===== src/rtl/loader_write_bridge_if.sv =====
// Loader-side write strobe and SDRAM port-A write bus for loader_write_bridge.
// The slave modport is the bridge; the master modport is the loader/memory environment.
interface loader_write_bridge_if #(
    parameter int ADDR_W = 22
);
    logic              in_wr;
    logic [ADDR_W-1:0] in_addr;
    logic [7:0]        in_data;
    logic              mem_we;
    logic [ADDR_W-1:0] mem_addr;
    logic [7:0]        mem_data;

    modport slave (
        input  in_wr, in_addr, in_data,
        output mem_we, mem_addr, mem_data
    );

    modport master (
        output in_wr, in_addr, in_data,
        input  mem_we, mem_addr, mem_data
    );
endinterface


===== src/rtl/loader_write_bridge.sv =====
// FIFO-buffered bridge from the ROM loader to SDRAM port A: one write per nes_ce slot.
// Optional write statistics (wr_total) are built only when LOADER_BRIDGE_STATS_EN is defined.
module loader_write_bridge #(
    parameter int         ADDR_W     = 22,
    parameter int         DEPTH_LOG2 = 2,
    parameter logic [1:0] SLOT_PHASE = 2'd1
) (
    input  logic                  clk,
    input  logic                  reset,
    input  logic [1:0]            nes_ce,
    input  logic                  downloading,
    loader_write_bridge_if.slave  bus,
    output logic                  busy,
    output logic                  overflow,
    output logic [DEPTH_LOG2:0]   count,
    output logic [ADDR_W-1:0]     wr_total
);
    localparam int DEPTH = 1 << DEPTH_LOG2;
    localparam int CW    = DEPTH_LOG2 + 1;
    localparam int EW    = ADDR_W + 8;

    logic [EW-1:0]         fifo_mem [DEPTH];

    logic [DEPTH_LOG2-1:0] wr_ptr_q, wr_ptr_d;
    logic [DEPTH_LOG2-1:0] rd_ptr_q, rd_ptr_d;
    logic [CW-1:0]         count_q, count_d;
    logic                  mem_we_q, mem_we_d;
    logic [ADDR_W-1:0]     mem_addr_q, mem_addr_d;
    logic [7:0]            mem_data_q, mem_data_d;
    logic                  overflow_q, overflow_d;
    logic                  dl_q;

    logic slot, pop, full, push, drop, dl_rise;

    always_comb begin
        slot    = (nes_ce == SLOT_PHASE);
        pop     = slot && (count_q != '0);
        full    = (count_q == CW'(DEPTH));
        // A pop in the same clk frees the head slot, so a full FIFO still accepts.
        push    = bus.in_wr && (!full || pop);
        drop    = bus.in_wr && !push;
        dl_rise = downloading && !dl_q;
    end

    always_comb begin
        wr_ptr_d   = wr_ptr_q;
        rd_ptr_d   = rd_ptr_q;
        count_d    = count_q;
        mem_we_d   = mem_we_q;
        mem_addr_d = mem_addr_q;
        mem_data_d = mem_data_q;
        overflow_d = overflow_q;

        if (push)
            wr_ptr_d = wr_ptr_q + DEPTH_LOG2'(1);

        if (pop) begin
            rd_ptr_d   = rd_ptr_q + DEPTH_LOG2'(1);
            mem_addr_d = fifo_mem[rd_ptr_q][EW-1:8];
            mem_data_d = fifo_mem[rd_ptr_q][7:0];
        end

        // mem_we only changes on the slot clk, so each write is held a full nes_ce period.
        if (slot)
            mem_we_d = pop;

        case ({push, pop})
            2'b10:   count_d = count_q + CW'(1);
            2'b01:   count_d = count_q - CW'(1);
            default: count_d = count_q;
        endcase

        if (dl_rise)
            overflow_d = 1'b0;
        if (drop)
            overflow_d = 1'b1;
    end

    always_ff @(posedge clk) begin
        if (push)
            fifo_mem[wr_ptr_q] <= {bus.in_addr, bus.in_data};
    end

    always_ff @(posedge clk or posedge reset) begin
        if (reset) begin
            wr_ptr_q   <= '0;
            rd_ptr_q   <= '0;
            count_q    <= '0;
            mem_we_q   <= 1'b0;
            mem_addr_q <= '0;
            mem_data_q <= '0;
            overflow_q <= 1'b0;
            dl_q       <= 1'b0;
        end else begin
            wr_ptr_q   <= wr_ptr_d;
            rd_ptr_q   <= rd_ptr_d;
            count_q    <= count_d;
            mem_we_q   <= mem_we_d;
            mem_addr_q <= mem_addr_d;
            mem_data_q <= mem_data_d;
            overflow_q <= overflow_d;
            dl_q       <= downloading;
        end
    end

`ifdef LOADER_BRIDGE_STATS_EN
    logic [ADDR_W-1:0] wr_total_q, wr_total_d;

    always_comb begin
        wr_total_d = wr_total_q;
        if (dl_rise)
            wr_total_d = '0;
        else if (pop)
            wr_total_d = wr_total_q + ADDR_W'(1);
    end

    always_ff @(posedge clk or posedge reset) begin
        if (reset)
            wr_total_q <= '0;
        else
            wr_total_q <= wr_total_d;
    end

    assign wr_total = wr_total_q;
`else
    assign wr_total = '0;
`endif

    assign bus.mem_we   = mem_we_q;
    assign bus.mem_addr = mem_addr_q;
    assign bus.mem_data = mem_data_q;
    assign count        = count_q;
    assign overflow     = overflow_q;
    assign busy         = (count_q != '0) || mem_we_q;

endmodule


===== src/flat_wrapper.sv =====
// flat-port wrapper written by rule: the top's interface ports become plain ports
module loader_write_bridge_flat 
#(
    parameter int         ADDR_W     = 22,
    parameter int         DEPTH_LOG2 = 2,
    parameter logic [1:0] SLOT_PHASE = 2'd1
)
  (clk, reset, nes_ce, downloading, busy, overflow, count, wr_total, bus_in_wr, bus_in_addr, bus_in_data, bus_mem_we, bus_mem_addr, bus_mem_data);
  loader_write_bridge_if #(.ADDR_W(ADDR_W)) bus_i ();
  input  logic clk;
  input  logic reset;
  input  logic [1:0] nes_ce;
  input  logic downloading;
  output logic busy;
  output logic overflow;
  output logic [DEPTH_LOG2:0] count;
  output logic [ADDR_W-1:0] wr_total;
  input wire logic [$bits(bus_i.in_wr)-1:0] bus_in_wr;
  input wire logic [$bits(bus_i.in_addr)-1:0] bus_in_addr;
  input wire logic [$bits(bus_i.in_data)-1:0] bus_in_data;
  output wire logic [$bits(bus_i.mem_we)-1:0] bus_mem_we;
  output wire logic [$bits(bus_i.mem_addr)-1:0] bus_mem_addr;
  output wire logic [$bits(bus_i.mem_data)-1:0] bus_mem_data;
  assign bus_i.in_wr = bus_in_wr;
  assign bus_i.in_addr = bus_in_addr;
  assign bus_i.in_data = bus_in_data;
  assign bus_mem_we = bus_i.mem_we;
  assign bus_mem_addr = bus_i.mem_addr;
  assign bus_mem_data = bus_i.mem_data;
  loader_write_bridge #(.ADDR_W(ADDR_W), .DEPTH_LOG2(DEPTH_LOG2), .SLOT_PHASE(SLOT_PHASE)) u_core (.clk(clk), .reset(reset), .nes_ce(nes_ce), .downloading(downloading), .bus(bus_i), .busy(busy), .overflow(overflow), .count(count), .wr_total(wr_total));
endmodule

===== config.mk =====
export PLATFORM = sky130hd
export DESIGN_NAME = loader_write_bridge_flat
export DESIGN_NICKNAME = d
export VERILOG_FILES = /design/src/rtl/loader_write_bridge_if.sv /design/src/rtl/loader_write_bridge.sv /design/src/flat_wrapper.sv
export SDC_FILE = /design/constraint.sdc
export NUM_CORES = 1
export LEC_CHECK = 0
export BUFFER_PORTS_ARGS = -buffer_cell sky130_fd_sc_hd__buf_2
export CORE_MARGIN = 8
export CORE_UTILIZATION = 30
export CTS_CLUSTER_DIAMETER = 100
export DETAILED_ROUTE_END_ITERATION = 6
export GPL_TIMING_DRIVEN = 1
export PLACE_DENSITY_LB_ADDON = 0.05
export SYNTH_ARGS = -nofsm -noshare
export SYNTH_HDL_FRONTEND = slang
export SYNTH_SLANG_ARGS = --single-unit

===== constraint.sdc =====
create_clock -name clk -period 3.7 [get_ports clk]
set_clock_uncertainty 0.2 [all_clocks]
set_input_delay 0.555 -clock clk [delete_from_list [all_inputs] [get_ports clk]]
set_output_delay 0.555 -clock clk [all_outputs]
set_load 0.02 [all_outputs]

==> flow_summary_export.csv <==
group,metric,value,unit
outcome,status,"completed",
placed_design,gp_congestion,0.651,
layout,nNetsFinal,424,
layout,final_util,36.1,%
synthesis,ys.flop_type,"edfxtp_1",
pwr,power_density,842,nW/µm²
pwr,p_int,4.45,mW
placed_design,post-dp-hpwl,8.08,mm
worst_setup_path,worstPathRequired,3.80,ns
layout,drive_above_1_share,45.3,%
routing,drt_pass1_iterations,4,
worst_setup_path,critPathKind,"reg -> reg",
synthesis,synthCells,292,
synthesis,yosysMostFrequentCell,"edfxtp_1",
timing,timing.final.ws_setup,1.42,ns
timing,timing.fmax,438,MHz
clock_tree,cts_buffers,17,
routing,via_count,2780,
clock_tree,cts_setup_buffers,0,
floorplan,start_util,30.2,%
timing,totalNegativeSetupSlack,0,ns
worst_setup_path,crit_path_start_kind,"flip-flop",
synthesis,synth_cell_types,28,
pwr,power.switching,1.88,mW
timing,hold_viol,0,
clock_tree,cts_buffer_depth,2,
layout,area_growth_syn_to_layout,19.4,%
synthesis,synth-seq-cells,160,
synthesis,ys_top_cells_by_count,"edfxtp_1 (120), dfrtp_1 (40), mux2_4 (28), mux4_2 (28), buf_4 (25)",
timing,relSlewSlack,33.9,%
synthesis,synth_top_area_share,57.3,%
run,timing.max_cap.violations,0,
pwr,peakVddDrop,0.311,mV
pwr,clkPwrFrac,28.9,%
global_routing,grt_pass1_vias,3144,
synthesis,yosysTopAreaCell,"edfxtp_1",
routing,routed_wl,12.6,mm
floorplan,fp-row-count,53,
clock_tree,worstSkewPairLatency,0.41,ns
timing,post-route-period-util,61.7,%
pwr,pwr-share-comb,27.3,%
pwr,leakage,2.85,nW
floorplan,pin_count,94,
placed_design,port_buffers,71,
floorplan,dieWidth,161,µm
clock_tree,clk_pin_slew,0.06,ns
placed_design,placed_cell_area,6900,µm²
worst_setup_path,crit_fanout,20,
hold_path,worst_hold_path_type,"in -> reg",
clock_tree,cts_tree,"done",
timing,worst_slew_pin_slew,0.991,ns
synthesis,ys_warn_count,0,
synthesis,synth.area.top_cells,"edfxtp_1 (57%), dfrtp_1 (16%), mux4_2 (10%), mux2_4 (6.7%), buf_4 (3.0%)",
global_routing,grt_max_degree,41,
pwr,totalPowerFinal,6.32,mW
pwr,p_sw_share,29.7,%
synthesis,synth_area_per_cell,21.5,µm²
worst_setup_path,r2r_slack,1.42,ns
synthesis,synth_edf_count,120,
clock_tree,cts.sinks,160,
floorplan,die_area,25900,µm²
global_routing,antenna_found_initial,0,
timing,setup_viol,0,
global_routing,grt-ovfl-total,0,
layout,diodes,0,
clock_tree,cts-hold-fix-buffers,0,
clock_tree,cts_resized,0,
synthesis,ys_async_sr_fraction,25.0,%
worst_setup_path,crit_path_end_kind,"flip-flop",
timing,rsz0062_at_grt,"false",
floorplan,fp.dieH,161,µm
clock_tree,h-tree-depth,4,
pwr,p_seq_share,43.8,%
layout,final-seq-area,4610,µm²
synthesis,synth-seq-area-share,73.2,%
routing,wl_per_cell,18.8,µm
global_routing,track_usage,10.2,%
timing,whs,0.0560,ns
routing,drc,0,
routing,via_per_inst,4.15,
timing,slew_violations,0,
layout,multi_input_area,1470,µm²
floorplan,core_area,20800,µm²
worst_setup_path,arrival,2.38,ns
clock_tree,cts-root-buf,"clkbuf_16",
synthesis,syn_area,6290,µm²
timing,period_minus_slack,2.28,ns
placed_design,post-place-ws,1.06,ns
routing,first_iter_violations,136,
layout,fin_cells,670,
layout,final_cell_area,7510,µm²
layout,n_fill_cell,1984,
placed_design,dp_cells,638,
routing,ant_nets,0,
global_routing,grt_first_pass_wirelength,19.6,mm
## final cells by class
cell class	instances	area share, %
Tap cell	275	4.58
Timing Repair Buffer	82	5.83
Clock inverter	14	2.50
Sequential cell	160	61.3
Inverter	9	0.450
Multi-Input combinational cell	112	19.6
Clock buffer	18	5.71
## per-layer routing
layer  vias up  part of all wire (%)  track usage (%)  wire length (µm)
met5         -                     0                0                 0
met1      1426                    46             13.0              5790
met2        67                    49             16.1              6130
met4         0                   1.4             3.91               182
li1       1276                     -                -                 -
met3        11                   4.0             3.20               510
## cell families (layout without fill, tap and decap cells)
| kind of cell | after synthesis | in the layout | share of synthesized area [%] |
|---|---|---|---|
| DFF | 160 | 160 | 73.2 |
| muxes | 62 | 62 | 18.2 |
| buffers and inverters | 41 | 123 | 4.83 |
| and+or+nand+nor | 12 | 12 | 1.17 |
| adders and majority gates | 6 | 6 | 1.31 |
| xor gates and xnor gates | 6 | 6 | 0.835 |
| AOI/OAI and AO/OA | 4 | 4 | 0.378 |
| other | 1 | 22 | 0.0596 |
## final timing paths
check	endpoint	depth (start not counted)	from
min in group asynchronous	u_core.bus.mem_addr[1]	2	reset
max in group asynchronous	u_core.rd_ptr_q[0]	2	reset
hold reg to reg	u_core.overflow	2	u_core.dl_q
setup / recovery	u_core.bus.mem_addr[3]	3	u_core.rd_ptr_q[0]
hold / removal	u_core.dl_q	1	downloading
setup reg to reg	u_core.bus.mem_addr[3]	3	u_core.rd_ptr_q[0]
## worst max-delay path, stage by stage (launching register included)
cell and delay, ns:
dfrtp_2 0.82, buf_4 0.32, mux4_1 0.56, mux2_2 0.27
## power by group through the flow
stage                     clock [mW]  combinational (mW)  sequential, mW
after floorplan                    0                1.18            2.88
after global placement             0                1.78            2.82
after detailed placement           0                1.77            2.83
after CTS                       1.88                1.78            2.79
after global routing            1.95                1.88            2.85
final                           1.83                1.73            2.77
## registers in the layout, summed over array words and instances, names as in the netlist
| name | cells |
|---|---|
| u_core.fifo_mem | 120 |
| u_core.bus.mem_addr | 22 |
| u_core.bus.mem_data | 8 |
| u_core.count | 3 |
| u_core.rd_ptr_q | 2 |
| u_core.wr_ptr_q | 2 |
| u_core.bus.mem_we | 1 |
| u_core.dl_q | 1 |
| u_core.overflow | 1 |
## layout by cell type, fill, tap and decap left out, drive strengths merged
cell	count
nor2	3
fa	1
mux2	31
inv	11
edfxtp	120
clkbuf	18
conb	22
buf	82
mux2i	1
xnor2	2
o21ai	2
nor3	1
and2	4
clkinv	6
dfrtp	40
nand2b	2
a31oi	1
xor2	4
bufinv	4
nor3b	1
ha	5
nand3	1
mux4	30
a21o	1
clkinvlp	2
Power figures use the tool's default switching activity.
